**src/rtl/alu_share_ctrl_pkg.sv**
```systemverilog
// ============================================================================
// Module  : alu_share_ctrl_pkg
// Brief   : Opcodes, FSM states and opcode-to-select decode for alu_share_ctrl
// Revision: 1.0 - initial release
// ============================================================================
`default_nettype none

package alu_share_ctrl_pkg;

  localparam int OP_W = 3;

  localparam logic [OP_W-1:0] OP_AND = 3'b000;
  localparam logic [OP_W-1:0] OP_OR  = 3'b001;
  localparam logic [OP_W-1:0] OP_ADD = 3'b010;
  localparam logic [OP_W-1:0] OP_SUB = 3'b011;
  localparam logic [OP_W-1:0] OP_SLT = 3'b100;

  typedef enum logic [1:0] {
    ST_IDLE = 2'd0,
    ST_EXEC = 2'd1,
    ST_RESP = 2'd2
  } state_t;

  typedef struct packed {
    logic legal;
    logic op1;
    logic op2;
    logic sub;
    logic cin;
  } alu_ctl_t;

  function automatic alu_ctl_t decode_op(input logic [OP_W-1:0] op);
    alu_ctl_t c;
    c = '0;
    case (op)
      OP_AND: c = '{legal: 1'b1, op1: 1'b0, op2: 1'b0, sub: 1'b0, cin: 1'b0};
      OP_OR:  c = '{legal: 1'b1, op1: 1'b0, op2: 1'b1, sub: 1'b0, cin: 1'b0};
      OP_ADD: c = '{legal: 1'b1, op1: 1'b1, op2: 1'b0, sub: 1'b0, cin: 1'b0};
      OP_SUB: c = '{legal: 1'b1, op1: 1'b1, op2: 1'b0, sub: 1'b1, cin: 1'b1};
      OP_SLT: c = '{legal: 1'b1, op1: 1'b1, op2: 1'b1, sub: 1'b1, cin: 1'b1};
      default: c = '0;
    endcase
    return c;
  endfunction

endpackage

`default_nettype wire

```
**src/rtl/alu_share_ctrl_rr_arb2.sv**
```systemverilog
// ============================================================================
// Module  : rr_arb2
// Brief   : Two-way round-robin arbiter; ptr names the favoured requester
// Revision: 1.0 - initial release
// ============================================================================
`default_nettype none

module rr_arb2 (
  input  logic [1:0] req,
  input  logic       ptr,
  output logic [1:0] gnt
);

  always_comb begin
    gnt    = '0;
    gnt[0] = req[0] & (~ptr | ~req[1]);
    gnt[1] = req[1] & ( ptr | ~req[0]);
  end

endmodule

`default_nettype wire

```
**src/rtl/alu_share_ctrl.sv**
```systemverilog
// ============================================================================
// Module  : alu_share_ctrl
// Brief   : Shares one external ripple ALU between two requesters (RR grant)
// Revision: 1.0 - initial release
// ============================================================================
`default_nettype none

module alu_share_ctrl
  import alu_share_ctrl_pkg::*;
#(
  parameter int W    = 32,
  parameter int NREQ = 2
) (
  input  logic                 clk,
  input  logic                 rst,
  input  logic [NREQ-1:0]      req_valid,
  output logic [NREQ-1:0]      req_ready,
  input  logic [NREQ*OP_W-1:0] req_op,
  input  logic [NREQ*W-1:0]    req_a,
  input  logic [NREQ*W-1:0]    req_b,
  output logic [W-1:0]         alu_a,
  output logic [W-1:0]         alu_b,
  output logic [W-1:0]         alu_op1,
  output logic [W-1:0]         alu_op2,
  output logic [W-1:0]         alu_sub,
  output logic                 alu_cin,
  input  logic [W-1:0]         alu_out,
  input  logic                 alu_zero,
  input  logic                 alu_cout,
  output logic                 rsp_valid,
  input  logic                 rsp_ready,
  output logic                 rsp_id,
  output logic [W-1:0]         rsp_data,
  output logic                 rsp_zero,
  output logic                 rsp_cout,
  output logic                 rsp_err
);

  state_t          r_state;
  state_t          w_next_state;
  logic            r_ptr;
  logic [OP_W-1:0] r_op;
  logic [W-1:0]    r_a;
  logic [W-1:0]    r_b;
  logic            r_id;
  logic [1:0]      w_gnt;
  logic            w_accept;
  alu_ctl_t        w_ctl;

  rr_arb2 u_arb (
    .req (req_valid),
    .ptr (r_ptr),
    .gnt (w_gnt)
  );

  assign w_accept = (r_state == ST_IDLE) && (|req_valid);
  assign w_ctl    = decode_op(r_op);

  always_comb begin
    w_next_state = r_state;
    req_ready    = '0;
    alu_a        = '0;
    alu_b        = '0;
    alu_op1      = '0;
    alu_op2      = '0;
    alu_sub      = '0;
    alu_cin      = 1'b0;
    rsp_valid    = 1'b0;
    case (r_state)
      ST_IDLE: begin
        req_ready = w_gnt;
        if (|req_valid) w_next_state = ST_EXEC;
      end
      ST_EXEC: begin
        // Only latched operands reach the ALU so its inputs never glitch with requester activity.
        if (w_ctl.legal) begin
          alu_a   = r_a;
          alu_b   = r_b;
          alu_op1 = {W{w_ctl.op1}};
          alu_op2 = {W{w_ctl.op2}};
          alu_sub = {W{w_ctl.sub}};
          alu_cin = w_ctl.cin;
        end
        w_next_state = ST_RESP;
      end
      ST_RESP: begin
        rsp_valid = 1'b1;
        if (rsp_ready) w_next_state = ST_IDLE;
      end
      default: w_next_state = ST_IDLE;
    endcase
  end

  always_ff @(posedge clk or posedge rst) begin
    if (rst) begin
      r_state  <= ST_IDLE;
      r_ptr    <= 1'b0;
      r_op     <= '0;
      r_a      <= '0;
      r_b      <= '0;
      r_id     <= 1'b0;
      rsp_id   <= 1'b0;
      rsp_data <= '0;
      rsp_zero <= 1'b0;
      rsp_cout <= 1'b0;
      rsp_err  <= 1'b0;
    end else begin
      r_state <= w_next_state;
      if (w_accept) begin
        r_id <= w_gnt[1];
        if (w_gnt[1]) begin
          r_op <= req_op[OP_W +: OP_W];
          r_a  <= req_a[W +: W];
          r_b  <= req_b[W +: W];
        end else begin
          r_op <= req_op[0 +: OP_W];
          r_a  <= req_a[0 +: W];
          r_b  <= req_b[0 +: W];
        end
      end
      if (r_state == ST_EXEC) begin
        rsp_id <= r_id;
        if (w_ctl.legal) begin
          rsp_data <= alu_out;
          rsp_zero <= alu_zero;
          rsp_cout <= alu_cout;
          rsp_err  <= 1'b0;
        end else begin
          rsp_data <= '0;
          rsp_zero <= 1'b0;
          rsp_cout <= 1'b0;
          rsp_err  <= 1'b1;
        end
      end
      // Hand priority to the requester that was not just served.
      if ((r_state == ST_RESP) && rsp_ready) r_ptr <= ~rsp_id;
    end
  end

endmodule

`default_nettype wire

```
**config.mk**
```make
export PLATFORM = sky130hd
export DESIGN_NAME = alu_share_ctrl
export DESIGN_NICKNAME = d
export VERILOG_FILES = /design/src/rtl/alu_share_ctrl_pkg.sv /design/src/rtl/alu_share_ctrl_rr_arb2.sv /design/src/rtl/alu_share_ctrl.sv
export SDC_FILE = /design/constraint.sdc
export NUM_CORES = 1
export LEC_CHECK = 0
export ABC_AREA = 1
export ABC_CLOCK_PERIOD_IN_PS = 3700
export CAP_MARGIN = 20
export CORE_MARGIN = 4
export CORE_UTILIZATION = 36
export CTS_CLUSTER_DIAMETER = 50
export DETAILED_ROUTE_END_ITERATION = 6
export PLACE_DENSITY_LB_ADDON = 0.3
export REMOVE_ABC_BUFFERS = 1
export SLEW_MARGIN = 10
export SYNTH_ARGS = -nofsm -noshare
export SYNTH_HDL_FRONTEND = slang
export SYNTH_SLANG_ARGS = --single-unit
```
**constraint.sdc**
```tcl
create_clock -name clk -period 3.7 [get_ports clk]
set_input_delay 0.74 -clock clk [delete_from_list [all_inputs] [get_ports clk]]
set_output_delay 0.74 -clock clk [all_outputs]
set_load 0.05 [all_outputs]
```
# Word-level counts from Yosys, hierarchy flattened
# Index checks and enable logic that the tools add are counted.
# word_totals
latchBits	0
n_memories	0
out_inout_bits	200
mem_bits_rw	0
wordCells	58
mem_bits_ro	0
in_bits	173
regBits	107
# op_classes
shift	0
reduce_logical	6
n_mul	0
n_div	0
mux	25
order_cmp	0
bitwise_logic	8
add_sub_neg	0
n_eq_ne	8
# ops
operator	n
$mux W32	13
$pmux W5 S5	1
$eq A3 B2 Y1 const B	2
$mux W1	6
$mux W2	3
$pmux W2 S3	1
$not A1 Y1	4
$eq A3 B1 Y1 const B	1
$eq A3 B3 Y1 const B	1
$logic_not A3 Y1	1
$mux W3	1
$and A1 B1 Y1	2
$eq A2 B1 Y1 const B	1
$eq A2 B2 Y1 const B	1
$logic_and A1 B1 Y1	2
$logic_not A2 Y1	1
$ne A2 B1 Y1 const B	1
$ne A2 B2 Y1 const B	1
$or A1 B1 Y1	2
$reduce_and A2 Y1	1
$reduce_or A2 Y1	1

# Logic depth before layout (Yosys ltp)
# Gate-level depths: netlist of the first run.
# depth
depth_word	4
mapped_depth	7
depth_no_buf	5

# Cells and area by module
# Synthesis of the first run repeated with hierarchy kept, for this count alone.
# hier_totals
cells_unflattened	999
hier_area_um2	6683.9
# by_module_without_submodules
mod	seq_area_each_um2	cells_per_inst	area_per_inst_um2	instances
alu_share_ctrl	2677.6	994	6663.9	1
rr_arb2	0.0	5	20.0	1

# Worst setup path after synthesis of the first run
# No wires, ideal clock.
# synth_path
path_type	reg2out
start	register r_op[0]
end	output port alu_sub[0]
arrival_time_ns	4.070
n_path_buf	2
required_ns	2.960
setup_slack_ns	-1.110
stages_incl_launch_ff	6
path_cell_list	dfrtp_1 > o21ai_4 > nand2_2 > buf_2 > nor3_1 > buf_4
# synth_between
elab_chain_cells	4
elab_cells_between_ends	8
classes_between	eq/ne: 4; mux: 3; reduce/logical: 1
# synth_lines
item	line_no	rtl
start, declared	alu_share_ctrl.sv:42	logic [OP_W-1:0] r_op;
start signal, assigned	alu_share_ctrl.sv:112	r_op <= req_op[OP_W +: OP_W];
start signal, assigned	alu_share_ctrl.sv:116	r_op <= req_op[0 +: OP_W];
$eq A3 B3 Y1, or another cell as far along	alu_share_ctrl_pkg.sv:35	case (op)
$pmux W5 S5 *	alu_share_ctrl_pkg.sv:35	
$mux W32 *	alu_share_ctrl.sv:76	if (w_ctl.legal) begin
$mux W32 *	alu_share_ctrl.sv:69	case (r_state)
end, declared	alu_share_ctrl.sv:25	output logic [W-1:0] alu_sub,
# Every way passes the cells marked *; elsewhere a longest branch is shown, timed or not.

# Worst setup path after layout of the first run
# layout_path
start	input port req_valid[0]
end	output port req_ready[1]
# layout_between
elab_chain_cells	4
# layout_lines
item	line_no	rtl
start, declared	alu_share_ctrl.sv:16	input logic [NREQ-1:0] req_valid,
$not A1 Y1	alu_share_ctrl_rr_arb2.sv:17	gnt[1] = req[1] & ( ptr | ~req[0]);
$or A1 B1 Y1	alu_share_ctrl_rr_arb2.sv:17	
$and A1 B1 Y1	alu_share_ctrl_rr_arb2.sv:17	
$mux W2	alu_share_ctrl.sv:69	
end, declared	alu_share_ctrl.sv:17	output logic [NREQ-1:0] req_ready,
# Every way passes these cells.

==> results of run 1 <==
[power breakdown]
| group | switching, mW | internal, mW | total (mW) |
|---|---|---|---|
| sequential | 0.325 | 1.74 | 2.07 |
| clock | 0.473 | 0.470 | 0.943 |
| combinational | 5.11 | 3.37 | 8.48 |
[cells in the final DEF (no fill, tap or decap), types with 2 or more instances in the layout]
| cell | instances |
|---|---|
| buf_12 | 164 |
| buf_4 | 15 |
| clkbuf_16 | 9 |
| clkdlybuf4s50_1 | 209 |
| clkinv_4 | 4 |
| dfrtp_1 | 107 |
| inv_1 | 204 |
| nand2_1 | 211 |
| nand2_2 | 4 |
| nand3_1 | 235 |
| nor2_1 | 71 |
| nor2_2 | 2 |
| nor2_4 | 2 |
| o21ai_0 | 3 |
| o21ai_4 | 2 |
[registers in the layout, summed over array words and instances, names as in the netlist]
name,flops
rsp_id,1
r_op,3
rsp_err,1
r_id,1
r_b,32
r_ptr,1
rsp_zero,1
rsp_data,32
r_a,32
r_state,2
rsp_cout,1
[routing by layer]
metal | part of all wire, % | vias to the layer above
met2 | 51 | 304
met1 | 37 | 3226
met3 | 8.4 | 33
li1 | - | 3388
met4 | 2.9 | 0
met5 | 0 | -
[through the flow]
stage | total power [mW] | cells | instance area, sq um | utilization [%]
after floorplan | 5.343 | 846 | 5786 | -
after global placement | 10.55 | 1469 | 11600 | 62.24
after detailed placement | 10.66 | 1469 | 11600 | 62.24
after CTS | 11.63 | 1485 | 11890 | 63.79
after global routing | 12.11 | 1485 | 11890 | 63.79
final | 11.50 | 1485 | 11890 | 63.79
[worst max-delay path, cell delays in order]
cell,delay [ns]
clkdlybuf4s50_1,0.53
nand2_2,0.12
nand2_1,0.07
nor2_1,0.10
clkdlybuf4s50_1,0.82
[cell usage after synthesis]
library cell  number
a21oi_1            1
buf_1              3
buf_2             30
buf_4             99
buf_6              5
clkbuf_1          17
dfrtp_1          107
inv_1            205
inv_2              1
nand2_1          213
nand2_2            2
nand3_1          235
nor2_1            74
nor2_4             1
nor3_1             1
o21a_1             1
o21ai_0            3
o21ai_2            1
o21ai_4            1
[area by class of cell]
| type | count | area, sq um | share of cell area [%] |
|---|---|---|---|
| Timing Repair Buffer | 389 | 5493 | 46.19 |
| Sequential cell | 107 | 2678 | 22.52 |
| Multi-Input combinational cell | 533 | 2365 | 19.89 |
| Inverter | 206 | 775.7 | 6.524 |
| Tap cell | 234 | 292.8 | 2.462 |
| Clock buffer | 9 | 225.2 | 1.894 |
| Clock inverter | 7 | 62.56 | 0.5261 |
[cells by family after synthesis]
logic type | synth area share, %
AOI/OAI and AO/OA | 0.7716
and+or+nand+nor | 33.51
DFF | 39.32
buffers and inverters | 26.40
[path summary, 6_finish.rpt]
path                         startpoint           end  slack, ns  depth (start not counted)
max                        req_valid[0]  req_ready[1]       0.58                          5
min                        rsp_data[15]  rsp_data[15]       0.48                          2
max reg2reg                  r_state[0]    r_state[1]       1.99                          5
min reg2reg                rsp_data[15]  rsp_data[15]       0.48                          2
max in group asynchronous           rst       r_b[18]       2.20                          3
min in group asynchronous           rst  rsp_data[20]       0.68                          2
==> impl_metrics.ini, run 1 <==
[grt]
met1_usage_pct = 24.31
grtUsageTotal_pct = 21.76
grtUsageMet3_pct = 6.478
antenna_found_initial = 0
met2_usage_pct = 39.50
grt_max_degree = 70
grt_pass1_vias = 6803
grt_pass1_wl_microns = 37230
grt.overflow.total = 0
busiest_layer = met2

[detailed_routing]
drt_wl_total_microns = 23320
wire_per_inst_microns = 15.70
vias_per_cell = 4.681
drt-initial-drc-count = 394
vias = 6951
antenna_left = 0
drc_errors = 0
drt_pass1_iterations = 6

[placement]
port_buffers = 372
dpl_worst_slack_ns = 0.5839
dp_hpwl_microns = 17590
globalplace.congestion = 0.8175

[worst_setup_path]
arrival_ns = 2.38
setup.worst_path.class = in2out
critPathLaunchType = input port
crit_fanout = 5
crit_required_ns = 2.96
setup.worst_path.end_class = primary output

[cts]
cts_sinks = 107
cts_buffer_depth = 2
cts_tree = yes
cts_root_buf = clkbuf_16
cts_setup_buffers = 0
hold_buffers = 0
cts.reportedPaths.clkPinSlew_ns = 0.07
cts_max_level = 3
cts_resized = 0
numCtsBuffers = 9
clk-insertion-delay-late_ns = 0.35

[timing]
fin_tns_setup_ns = 0
rsz0062_at_grt = false
setup_ws_ns = 0.5818
slew_headroom_pct = 40.79
tightestPinTransition_ns = 0.8956
whs_ns = 0.4797
timing.final.crit_share_pct = 84.27
fin_crit_ns = 3.118
finClkSkew_ns = 0.005870
final_max_slew_viol_count = 0
final_hold_viol_count = 0
max_freq_mhz = 320.7
setup-violations-final = 0

[floorplanning]
io_pins = 373
die_w_microns = 145.5
die-area_sq_mm = 0.02118
std_cell_rows = 50
initial_core_util_pct = 36.53
core_sq_mm = 0.01864
die_y_microns = 145.5

[final_layout]
antennaDiodeCount = 0
nFillCells = 1562
fin_nets = 1419
layout-drive-gt1-share_pct = 16.71
syn2layout_area_growth_pct = 74.61

[synth]
yosys_register_bits = 107
seq_area_frac_synth_pct = 39.32
synthCells = 1000
netlist.area_leader.share_pct = 39.32
synth_area_leaders = dfrtp_1 39%, nand3_1 17%, nand2_1 12%
yosysTopAreaCell = dfrtp_1
syn_area_per_cell_sq_um = 6.810
ys_types = 19
netlist_area_sq_mm = 0.006810
synth_warnings = 0

[pwr]
ir_drop_mv = 0.5033
leakage_nw = 6.048
power_density_mw_per_mm2 = 966.8

[status]
status = finished clean

[worst_hold_path]
hp-class = reg2reg

[job]
maxCapViolCount = 0
No activity file was read; power rests on OpenSTA's default activity.
==> inputs of run 2 (changes only) <==
ABC_CLOCK_PERIOD_IN_PS = 2750   (was 3700)
clock period = 2.75 ns   (was 3.7 ns; I/O delays follow)
==> run 2 against run 1 <==
First-iteration DRC count is 11% lower; clock skew is 0.0069 ns higher; non-clock buffer count is 2 higher; wire length is 0.62% higher; clock power is 35% higher; global-route usage is 0.32 points lower; critical path type is now reg2out; critical endpoint is now alu_sub[13].
==> impl_metrics.ini, run 2 (synthesis gave the netlist of run 1 again) <==
[job]
maxCapViolCount = 0

[floorplanning]
die_y_microns = 145.5
initial_core_util_pct = 36.53
std_cell_rows = 50
core_sq_mm = 0.01864
die-area_sq_mm = 0.02118
die_w_microns = 145.5
io_pins = 373

[timing]
tightestPinTransition_ns = 0.7756
final_hold_viol_count = 0
setup-violations-final = 0
final_max_slew_viol_count = 0
whs_ns = 0.4727
timing.final.crit_share_pct = 89.39
rsz0062_at_grt = false
fin_crit_ns = 2.458
finClkSkew_ns = 0.01281
max_freq_mhz = 406.8
setup_ws_ns = 0.2917
slew_headroom_pct = 48.29

[worst_setup_path]
crit_buf_inv = 2
critPathLaunchType = flip-flop
setup.worst_path.class = reg2out
setup.worst_path.end_class = primary output
arrival_ns = 1.91
critPathSlowestCell = dfrtp_1
cp_top_family = buffers and inverters
crit_required_ns = 2.20
cpMostUsedCell = buf_12
crit_fanout = 29
critPathMaxStageDelay_ns = 0.44
r2r_setup_slack_ns = 1.06
path_cells = o21ai_4 -> nand2_2 -> nor3_2 -> buf_12 -> buf_12

[final_layout]
final_common_cell = nand3_1
syn2layout_area_growth_pct = 75.51
layout-drive-gt1-share_pct = 16.92
top_regs = r_a x32, r_b x32, rsp_data x32
postLayoutCoreUtil_pct = 64.11
multi_input_area_sq_mm = 0.002365
nFillCells = 1531
stdcell_count = 1487
seqCellArea_sq_mm = 0.002678
fin_nets = 1421
antennaDiodeCount = 0
final_cell_mix = 235 x nand3_1, 211 x nand2_1, 208 x clkdlybuf4s50_1, 204 x inv_1, 168 x buf_12

[detailed_routing]
vias_per_cell = 4.704
drc_errors = 0
drt-initial-drc-count = 350
wire_per_inst_microns = 15.78
antenna_left = 0
drt_wl_total_microns = 23460
vias = 6995
drt_pass1_iterations = 4

[placement]
globalplace.congestion = 0.8197
port_buffers = 372
dp_hpwl_microns = 17750
dp_cells = 1471
dpl_worst_slack_ns = 0.4229

[grt]
antenna_found_initial = 0
grtUsageTotal_pct = 21.44
grt_pass1_vias = 6752
grt_pass1_wl_microns = 36690
grt.overflow.total = 0
grt_max_degree = 68

[worst_hold_path]
hp-class = in2async

[cts]
numCtsBuffers = 9
cts_max_level = 3
cts_sinks = 107
cts_buffer_depth = 2
hold_buffers = 0
cts_root_buf = clkbuf_16
clk-insertion-delay-late_ns = 0.35
cts_tree = yes
cts_resized = 0
cts_setup_buffers = 0
cts.reportedPaths.clkPinSlew_ns = 0.08

[pwr]
leakage_nw = 6.066
ir_drop_mv = 0.6292
power_density_mw_per_mm2 = 1299
power.total_mw = 15.52

[status]
status = finished clean
==> run 2: report_power, final <==
part	leakage (nW)	switching (mW)	internal (mW)
clock network	0.134	0.644	0.630
registers	1.31	0.444	2.35
logic	4.62	6.88	4.57
==> run 2: layer usage <==
layer	up-vias	global-route usage, %	part of all wire (%)
li1	3402	-	-
met1	3225	24.05	37
met2	322	38.02	51
met3	46	6.883	8.8
met4	0	8.120	3.6
met5	-	0	0
==> run 2: final cells by class <==
| class | count | area share (%) |
|---|---|---|
| sequential | 107 | 22.40 |
| clock buffer | 9 | 1.884 |
| tap | 234 | 2.449 |
| multi-input combinational | 533 | 19.78 |
| timing repair buffer | 391 | 46.48 |
| clock inverter | 7 | 0.5129 |
| inverter | 206 | 6.490 |
==> run 2: through the flow <==
| step | instance area [sq um] | setup TNS (ns) |
|---|---|---|
| global placement | 11670 | 0 |
| detailed placement | 11670 | 0 |
| finish | 11950 | 0 |
| global route | 11950 | 0 |
| CTS | 11950 | 0 |
| floorplan | 5786 | -2513.91 |
==> run 2: worst paths after layout <==
check | startpoint | to | depth (start not counted)
worst max-delay path | r_op[0] | alu_sub[13] | 5
worst min-delay path | rst | r_a[30] | 2
worst max register to register | r_state[0] | rsp_data[29] | 6
worst min register to register | r_a[21] | r_a[21] | 2
max in group asynchronous | rst | r_a[4] | 3
min in group clk | r_a[21] | r_a[21] | 2
